==> config.mk <==
export PLATFORM = sky130hd
export DESIGN_NAME = load_store_unit
export DESIGN_NICKNAME = d
export VERILOG_FILES = /design/src/rtl/load_store_unit.sv
export SDC_FILE = /design/constraint.sdc
export NUM_CORES = 1
export LEC_CHECK = 0
export ABC_CLOCK_PERIOD_IN_PS = 7000
export BUFFER_PORTS_ARGS = -buffer_cell sky130_fd_sc_hd__clkbuf_2
export CORE_ASPECT_RATIO = 1.25
export CORE_UTILIZATION = 52
export CTS_BUF_LIST = sky130_fd_sc_hd__clkbuf_16
export CTS_CLUSTER_DIAMETER = 30
export DETAILED_ROUTE_END_ITERATION = 7
export GPL_TIMING_DRIVEN = 0
export PLACE_DENSITY = 0.83
export SETUP_SLACK_MARGIN = 0.4
export SYNTH_ARGS = -nofsm -noshare
export SYNTH_HDL_FRONTEND = slang
export SYNTH_SLANG_ARGS = --single-unit
==> constraint.sdc <==
create_clock -name clk -period 7 [get_ports clk]
set_input_delay 1.4 -clock clk [delete_from_list [all_inputs] [get_ports clk]]
set_output_delay 1.4 -clock clk [all_outputs]
set_load 0.05 [all_outputs]
==> src/rtl/load_store_unit.sv <==
// Load/store unit sitting between the core's execute/memory stage and the
// data memory port. It takes one load or store per handshake and places the
// data in the correct byte lanes with matching byte enables. It sign- or
// zero-extends load data and rejects illegal or misaligned requests. It then
// waits for the memory acknowledge, with an optional timeout, and returns
// exactly one response per accepted request.
module load_store_unit #(
    parameter int XLEN       = 32,
    parameter int ADDR_WIDTH = 32,
    parameter int TIMEOUT    = 0
) (
    input  logic                  clk,
    input  logic                  rst,
    input  logic                  req_valid,
    output logic                  req_ready,
    input  logic                  req_we,
    input  logic [2:0]            req_funct3,
    input  logic [ADDR_WIDTH-1:0] req_addr,
    input  logic [XLEN-1:0]       req_wdata,
    output logic                  resp_valid,
    output logic [XLEN-1:0]       resp_rdata,
    output logic                  resp_err,
    output logic                  mem_req,
    output logic                  mem_we,
    output logic [ADDR_WIDTH-1:0] mem_addr,
    output logic [XLEN/8-1:0]     mem_be,
    output logic [XLEN-1:0]       mem_wdata,
    input  logic                  mem_ack,
    input  logic [XLEN-1:0]       mem_rdata
);

    localparam int NB    = XLEN / 8;
    localparam int OFF_W = $clog2(NB);
    localparam int CNT_W = (TIMEOUT > 2) ? $clog2(TIMEOUT) : 1;
    localparam logic [CNT_W-1:0] CNT_LAST = (TIMEOUT > 0) ? CNT_W'(TIMEOUT - 1) : '0;

    typedef enum logic [1:0] {IDLE, ACCESS, RESP} state_t;

    // Sizes that do not exist for this XLEN, the reserved code, and the
    // unsigned codes used as stores are all rejected.
    function automatic logic is_illegal(input logic we, input logic [2:0] f3);
        logic bad;
        case (f3)
            3'b011, 3'b110: bad = (XLEN == 32);
            3'b111:         bad = 1'b1;
            default:        bad = 1'b0;
        endcase
        if (we && f3[2]) bad = 1'b1;
        return bad;
    endfunction

    // funct3[1:0] encodes the access size as log2(bytes).
    function automatic logic is_misaligned(input logic [2:0] f3, input logic [2:0] a);
        logic mis;
        case (f3[1:0])
            2'b01:   mis = a[0];
            2'b10:   mis = |a[1:0];
            2'b11:   mis = |a;
            default: mis = 1'b0;
        endcase
        return mis;
    endfunction

    // Byte-enable pattern of an access sitting at lane 0.
    function automatic logic [NB-1:0] size_mask(input logic [1:0] sz);
        logic [7:0] m;
        case (sz)
            2'b00:   m = 8'h01;
            2'b01:   m = 8'h03;
            2'b10:   m = 8'h0F;
            default: m = 8'hFF;
        endcase
        return m[NB-1:0];
    endfunction

    // Expands byte enables into a bit mask over the data word.
    function automatic logic [XLEN-1:0] lane_bits(input logic [NB-1:0] be);
        logic [XLEN-1:0] bits;
        for (int i = 0; i < NB; i++) begin
            bits[8*i +: 8] = {8{be[i]}};
        end
        return bits;
    endfunction

    // Extends right-aligned load data; signed sources go through signed casts.
    function automatic logic [XLEN-1:0] extend(input logic [2:0] f3, input logic [XLEN-1:0] raw);
        logic signed [7:0]  b;
        logic signed [15:0] h;
        logic signed [31:0] w;
        logic [XLEN-1:0]    ext;
        b = raw[7:0];
        h = raw[15:0];
        w = raw[31:0];
        case (f3)
            3'b000:  ext = XLEN'(b);
            3'b001:  ext = XLEN'(h);
            3'b010:  ext = XLEN'(w);
            3'b100:  ext = XLEN'(raw[7:0]);
            3'b101:  ext = XLEN'(raw[15:0]);
            3'b110:  ext = XLEN'(raw[31:0]);
            default: ext = raw;
        endcase
        return ext;
    endfunction

    state_t                  state_q, state_d;
    logic [CNT_W-1:0]        cnt_q, cnt_d;
    logic                    we_q, we_d;
    logic [2:0]              f3_q, f3_d;
    logic [OFF_W-1:0]        off_q, off_d;
    logic                    mem_req_d, mem_we_d;
    logic [ADDR_WIDTH-1:0]   mem_addr_d;
    logic [NB-1:0]           mem_be_d;
    logic [XLEN-1:0]         mem_wdata_d;
    logic                    resp_valid_d, resp_err_d;
    logic [XLEN-1:0]         resp_rdata_d;

    logic [OFF_W-1:0]        req_off;
    logic [NB-1:0]           req_mask;
    logic [NB-1:0]           req_be;
    logic [XLEN-1:0]         req_lanes;
    logic [XLEN-1:0]         load_val;
    logic                    timed_out;

    assign req_ready = (state_q == IDLE);
    assign req_off   = req_addr[OFF_W-1:0];
    assign req_mask  = size_mask(req_funct3[1:0]);
    assign req_be    = req_mask << req_off;
    assign req_lanes = (req_wdata & lane_bits(req_mask)) << {req_off, 3'b000};
    assign load_val  = extend(f3_q, mem_rdata >> {off_q, 3'b000});
    assign timed_out = (TIMEOUT != 0) && (cnt_q == CNT_LAST);

    // Next-state and next-output logic; the memory side is cleared whenever an access ends.
    always_comb begin
        state_d      = state_q;
        cnt_d        = cnt_q;
        we_d         = we_q;
        f3_d         = f3_q;
        off_d        = off_q;
        mem_req_d    = mem_req;
        mem_we_d     = mem_we;
        mem_addr_d   = mem_addr;
        mem_be_d     = mem_be;
        mem_wdata_d  = mem_wdata;
        resp_valid_d = 1'b0;
        resp_rdata_d = '0;
        resp_err_d   = 1'b0;
        case (state_q)
            IDLE: begin
                if (req_valid) begin
                    we_d  = req_we;
                    f3_d  = req_funct3;
                    off_d = req_off;
                    if (is_illegal(req_we, req_funct3) || is_misaligned(req_funct3, req_addr[2:0])) begin
                        state_d      = RESP;
                        resp_valid_d = 1'b1;
                        resp_err_d   = 1'b1;
                    end else begin
                        state_d     = ACCESS;
                        cnt_d       = '0;
                        mem_req_d   = 1'b1;
                        mem_we_d    = req_we;
                        mem_addr_d  = {req_addr[ADDR_WIDTH-1:OFF_W], {OFF_W{1'b0}}};
                        mem_be_d    = req_be;
                        mem_wdata_d = req_we ? req_lanes : '0;
                    end
                end
            end
            ACCESS: begin
                // An acknowledge in the expiry cycle still completes normally.
                if (mem_ack || timed_out) begin
                    state_d      = RESP;
                    resp_valid_d = 1'b1;
                    resp_err_d   = !mem_ack;
                    resp_rdata_d = (mem_ack && !we_q) ? load_val : '0;
                    mem_req_d    = 1'b0;
                    mem_we_d     = 1'b0;
                    mem_addr_d   = '0;
                    mem_be_d     = '0;
                    mem_wdata_d  = '0;
                end else begin
                    cnt_d = cnt_q + CNT_W'(1);
                end
            end
            RESP: begin
                state_d = IDLE;
            end
            default: begin
                state_d = IDLE;
            end
        endcase
    end

    // State, captured request fields and registered outputs.
    always_ff @(posedge clk or posedge rst) begin
        if (rst) begin
            state_q    <= IDLE;
            cnt_q      <= '0;
            we_q       <= 1'b0;
            f3_q       <= 3'b000;
            off_q      <= '0;
            mem_req    <= 1'b0;
            mem_we     <= 1'b0;
            mem_addr   <= '0;
            mem_be     <= '0;
            mem_wdata  <= '0;
            resp_valid <= 1'b0;
            resp_rdata <= '0;
            resp_err   <= 1'b0;
        end else begin
            state_q    <= state_d;
            cnt_q      <= cnt_d;
            we_q       <= we_d;
            f3_q       <= f3_d;
            off_q      <= off_d;
            mem_req    <= mem_req_d;
            mem_we     <= mem_we_d;
            mem_addr   <= mem_addr_d;
            mem_be     <= mem_be_d;
            mem_wdata  <= mem_wdata_d;
            resp_valid <= resp_valid_d;
            resp_rdata <= resp_rdata_d;
            resp_err   <= resp_err_d;
        end
    end

endmodule

# Yosys cells after proc, flatten, opt, wreduce, memory -nomap -nowiden
# Index checks and enable logic that the tools add are counted.
# totals
mem_count	0
in_bits	104
latch_bits	0
wordCells	85
mem_bits_ro	0
register_bits	112
out_inout_bits	105
ram_bits	0
# op_classes
n_bitwise	1
n_eq_ne	13
mux	41
order_cmp	0
n_div	0
add_sub_neg	0
n_reduce_logical	15
shifts	3
multipliers	0
# ops
cell	count
two-way mux 32 bit	9
case mux 32 bit (2 select lines)	2
case mux 32 bit (4 select lines)	1
AND 32 bit	1
<< shifter 32 x 5 -> 32 bit	1
>> shifter 32 x 5 -> 32 bit	1
two-way mux 1 bit	15
== test 3 bit, second input constant	4
two-way mux 4 bit	3
case mux 4 bit (3 select lines)	1
case mux 1 bit (2 select lines)	4
case mux 4 bit (2 select lines)	1
two-way mux 2 bit	3
!= test 2 bit, second input constant	3
OR reduction 3 bit	2
== test 2 x 1 -> 1 bit, second input constant	2
== test 2 bit, second input constant	2
zero test 2 bit	2
case mux 2 bit (2 select lines)	1
AND reduction 2 bit	2
AND reduction 4 bit	1
<< shifter 4 x 2 -> 4 bit	1
== test 3 x 1 -> 1 bit, second input constant	1
== test 3 x 2 -> 1 bit, second input constant	1
7 further kinds	9

# Longest topological paths before layout
# depth
ltp_word	10
depth_mapped	7
mapped_depth_nobuf	4

# Least setup slack after synthesis
# OpenSTA, ideal clock, no wires.
# synth_timing
kind	input to register
start	input port req_addr[0]
end	register mem_wdata[24]
setup_slack_ns	4.341
setup_time_ns	0.092
t_arrival_ns	2.567
required_ns	6.908
n_path_buf	2
cell_stages	6
path_cell_list	buf_6 nor4_4 o211ai_2 or2_1 buf_6 o31ai_2
# synth_between
elab_chain_len	7
elab_cells_between_ends	13
cone_classes	eq/ne (1); shift (1); mux (7); reduce/logical (4)
# synth_rtl
item	line	text
from (decl)	18	input logic [ADDR_WIDTH-1:0] req_addr,
branches (longest 7 deep; another with << shifter 32 x 5 -> 32 bit)	n/a	
to (signal assigned)	220	mem_wdata <= mem_wdata_d;
to (decl)	27	output logic [XLEN-1:0] mem_wdata,
# Several ways; the timed one is not identified. The select of a mux whose other input is x is not followed.
# A chain may end at the register's enable or synchronous reset.

# Worst setup path in the final report
# layout_timing
start	register state_q[0]
end	output port req_ready
# layout_between
elab_chain_len	1
# layout_rtl
item	line	text
from (decl)	106	state_t state_q, state_d;
from (signal assigned)	211	state_q <= state_d;
zero test 2 bit	n/a	
to (decl)	15	output logic req_ready,
# No other way between the ends.

==> impl_metrics.yaml <==
detailed_routing:
  drtIter0Drc: 251
  vias: 4440
  wl_per_cell_um: 18.29
  antenna_left: 0
  route.detailed.drc: 0
  viasPerCell: 5.729
  first_pass_iters: 5
  finalWirelength_um: 14180
floorplanning:
  die_width_um: 89.94
  core-area_um2: 9271
  row_count: 39
  io-pin-count: 209
  die_h_um: 111.9
  start_util_pct: 54.21
  dieArea_um2: 10070
power:
  vdd_drop_max_uv: 178.1
  p_leak_uw: 0.003464
  p_per_area_nw_per_um2: 328.5
critical_path:
  r2r-end: "resp_rdata[20]"
  critical_path_class: "reg2out"
  worstSetupStartpoint: "state_q[0]"
  r2r_start: "off_q[0]"
  r2r_cells: 5
  path_max_fanout: 6
  required_ps: 5600
  critPathLaunchType: "flop"
  regToRegSetupSlack_ps: 5110
  crit_arrival_ps: 1240
  end_kind: "output pin"
  endpoint: "req_ready"
final_layout:
  mostFrequentLayoutCell: "clkbuf_2"
  layout.nets: 751
  stdcell_area_um2: 6523
  layout_common_cells: "206 x clkbuf_2, 110 x dfrtp_1, 47 x a22o_1, 36 x nand2_1, 31 x o21ai_0"
  num_antenna_cells: 0
  areaGrowthSynthToFinish_pct: 29.77
  drive_gt1_share_pct: 40.80
cts:
  ctsHoldBuffers: 0
  clk_latency_ps: 340
  postCtsSetupBuffers: 0
  cts_resized: 0
  clkTransAtPathRegs_ps: 70
  htreeDepth: 3
  root_buffer: "clkbuf_16"
  clock-sinks: 110
  cts_made_buffers: 9
  cts_tree: "yes"
  clockBufferDepth: 2
global_route:
  grtUsageTotal_pct: 28.82
  overflow: 0
  grt_pass1_wl_um: 22360
  grt_pass1_vias: 4459
  grt_antenna_before_repair: 0
  grt_start_max_net_pins: 73
synthesis:
  yosys_warnings: 0
  ys.flop_type: "dfrtp_1"
  ys_async_sr_fraction_pct: 100.0
  synth_area_per_cell_um2: 11.72
  syn_area_um2: 5026
  synth_edf_count: 0
  synth_cell_type_count: 44
  synth-seq-cells: 110
  synth_cells: 429
  seq_area_frac_synth_pct: 54.77
sta:
  skew_ps: 4.148
  hold_violations: 0
  worst_slack_ps: 4356
  min_period_ps: 2644
  setup_violations: 0
  setup-tns-final_ps: 0
  relSlewSlack_pct: 57.63
  drv_slew: 0
  tightest_slew_ps: 633.2
  fin_crit_sh_pct: 37.77
  rsz0062_at_grt: "no"
  max_clock_freq_mhz: 378.2
placement:
  dp_hpwl_um: 10830
  io_buffers: 205
  gp_congestion: 0.9493
  placed_area_um2: 6240
  dp_slack_ps: 3993
job:
  cap_violations: 0
hold_path:
  hp-class: "reg2reg"
outcome:
  outcome: "completed"
==> how the worst min path moves through the flow <==
stage | startpoint | to | slack [ps] | depth (start not counted)
final | mem_wdata[16] | mem_wdata[16] | 480 | 2
after global routing | mem_wdata[16] | mem_wdata[16] | 500 | 2
after CTS | mem_wdata[16] | mem_wdata[16] | 480 | 2
after detailed placement | mem_wdata[16] | mem_wdata[16] | 470 | 2
after global placement | mem_wdata[10] | mem_wdata[10] | 460 | 2
after floorplan | we_q | we_q | 470 | 1
==> power by group <==
part / total [µW] / internal [µW] / switching (µW)
sequential: 809 / 744 / 64.6
combinational: 842 / 236 / 606
clock: 492 / 272 / 220
total: 2140 / 1250 / 890
==> per-layer routing <==
| metal | global-route usage (%) | vias to the layer above | wire (µm) |
|---|---|---|---|
| li1 | - | 2017 | - |
| met1 | 33.71 | 2143 | 5309 |
| met2 | 49.13 | 243 | 7232 |
| met4 | 15.48 | 0 | 567 |
| met5 | 0 | - | 0 |
| met3 | 6.967 | 37 | 1068 |
==> worst max-delay path, cell delays in order (launching register included) <==
cell and delay (ps):
dfrtp_1 460, nor2_1 140, clkbuf_2 300
==> state kept, by name (all words and copies together), names as in the netlist <==
name and count:
mem_wdata 32, resp_rdata 32, mem_addr 30, mem_be 4
f3_q 3, off_q 2, state_q 2, mem_req 1
mem_we 1, resp_err 1, resp_valid 1, we_q 1
==> final cells by class <==
| cell class | count | area [µm²] |
|---|---|---|
| clock inverters | 7 | 57.56 |
| plain buffers | 37 | 224.0 |
| well taps | 123 | 153.9 |
| clock buffers | 9 | 225.2 |
| inverters | 2 | 10.01 |
| repair buffers | 206 | 1054 |
| fillers | 743 | 2749 |
| multi-input cells | 281 | 2046 |
| flip-flops and latches | 110 | 2753 |
==> cells by family (layout without fill, tap and decap cells) <==
| kind of cell | Yosys count | after routing | synth area share (%) |
|---|---|---|---|
| DFF | 110 | 110 | 54.77 |
| buffers and inverters | 39 | 261 | 4.606 |
| other | 1 | 2 | 0.07461 |
| muxes | 32 | 32 | 6.721 |
| AOI/OAI and AO/OA | 163 | 163 | 24.42 |
| and+or+nand+nor | 84 | 84 | 9.410 |
==> through the flow <==
| stage | hold WS, ps | utilization (%) | power, µW | cells |
|---|---|---|---|---|
| floorplan | 472.8 | - | 1433 | 430 |
| global placement | 460.1 | 66.98 | 1640 | 758 |
| detailed placement | 469.1 | 67.30 | 1661 | 759 |
| CTS | 484.2 | 70.35 | 2148 | 775 |
| global route | 503.9 | 70.35 | 2228 | 775 |
| finish | 481.7 | 70.35 | 2143 | 775 |
==> cells in the mapped netlist, types with 11 or more instances <==
cell type	count	area, µm²
a21oi_1	16	80.08
a211oi_1	16	120.1
o21ai_0	31	155.2
a22o_1	47	411.6
nor2b_1	12	75.07
mux2i_1	18	180.2
nand2_1	36	135.1
nor2_1	11	41.29
a22oi_1	15	112.6
mux2_2	14	157.7
clkbuf_1	11	41.29
dfrtp_1	110	2753
Note: power is estimated with default switching activity, not from simulation.
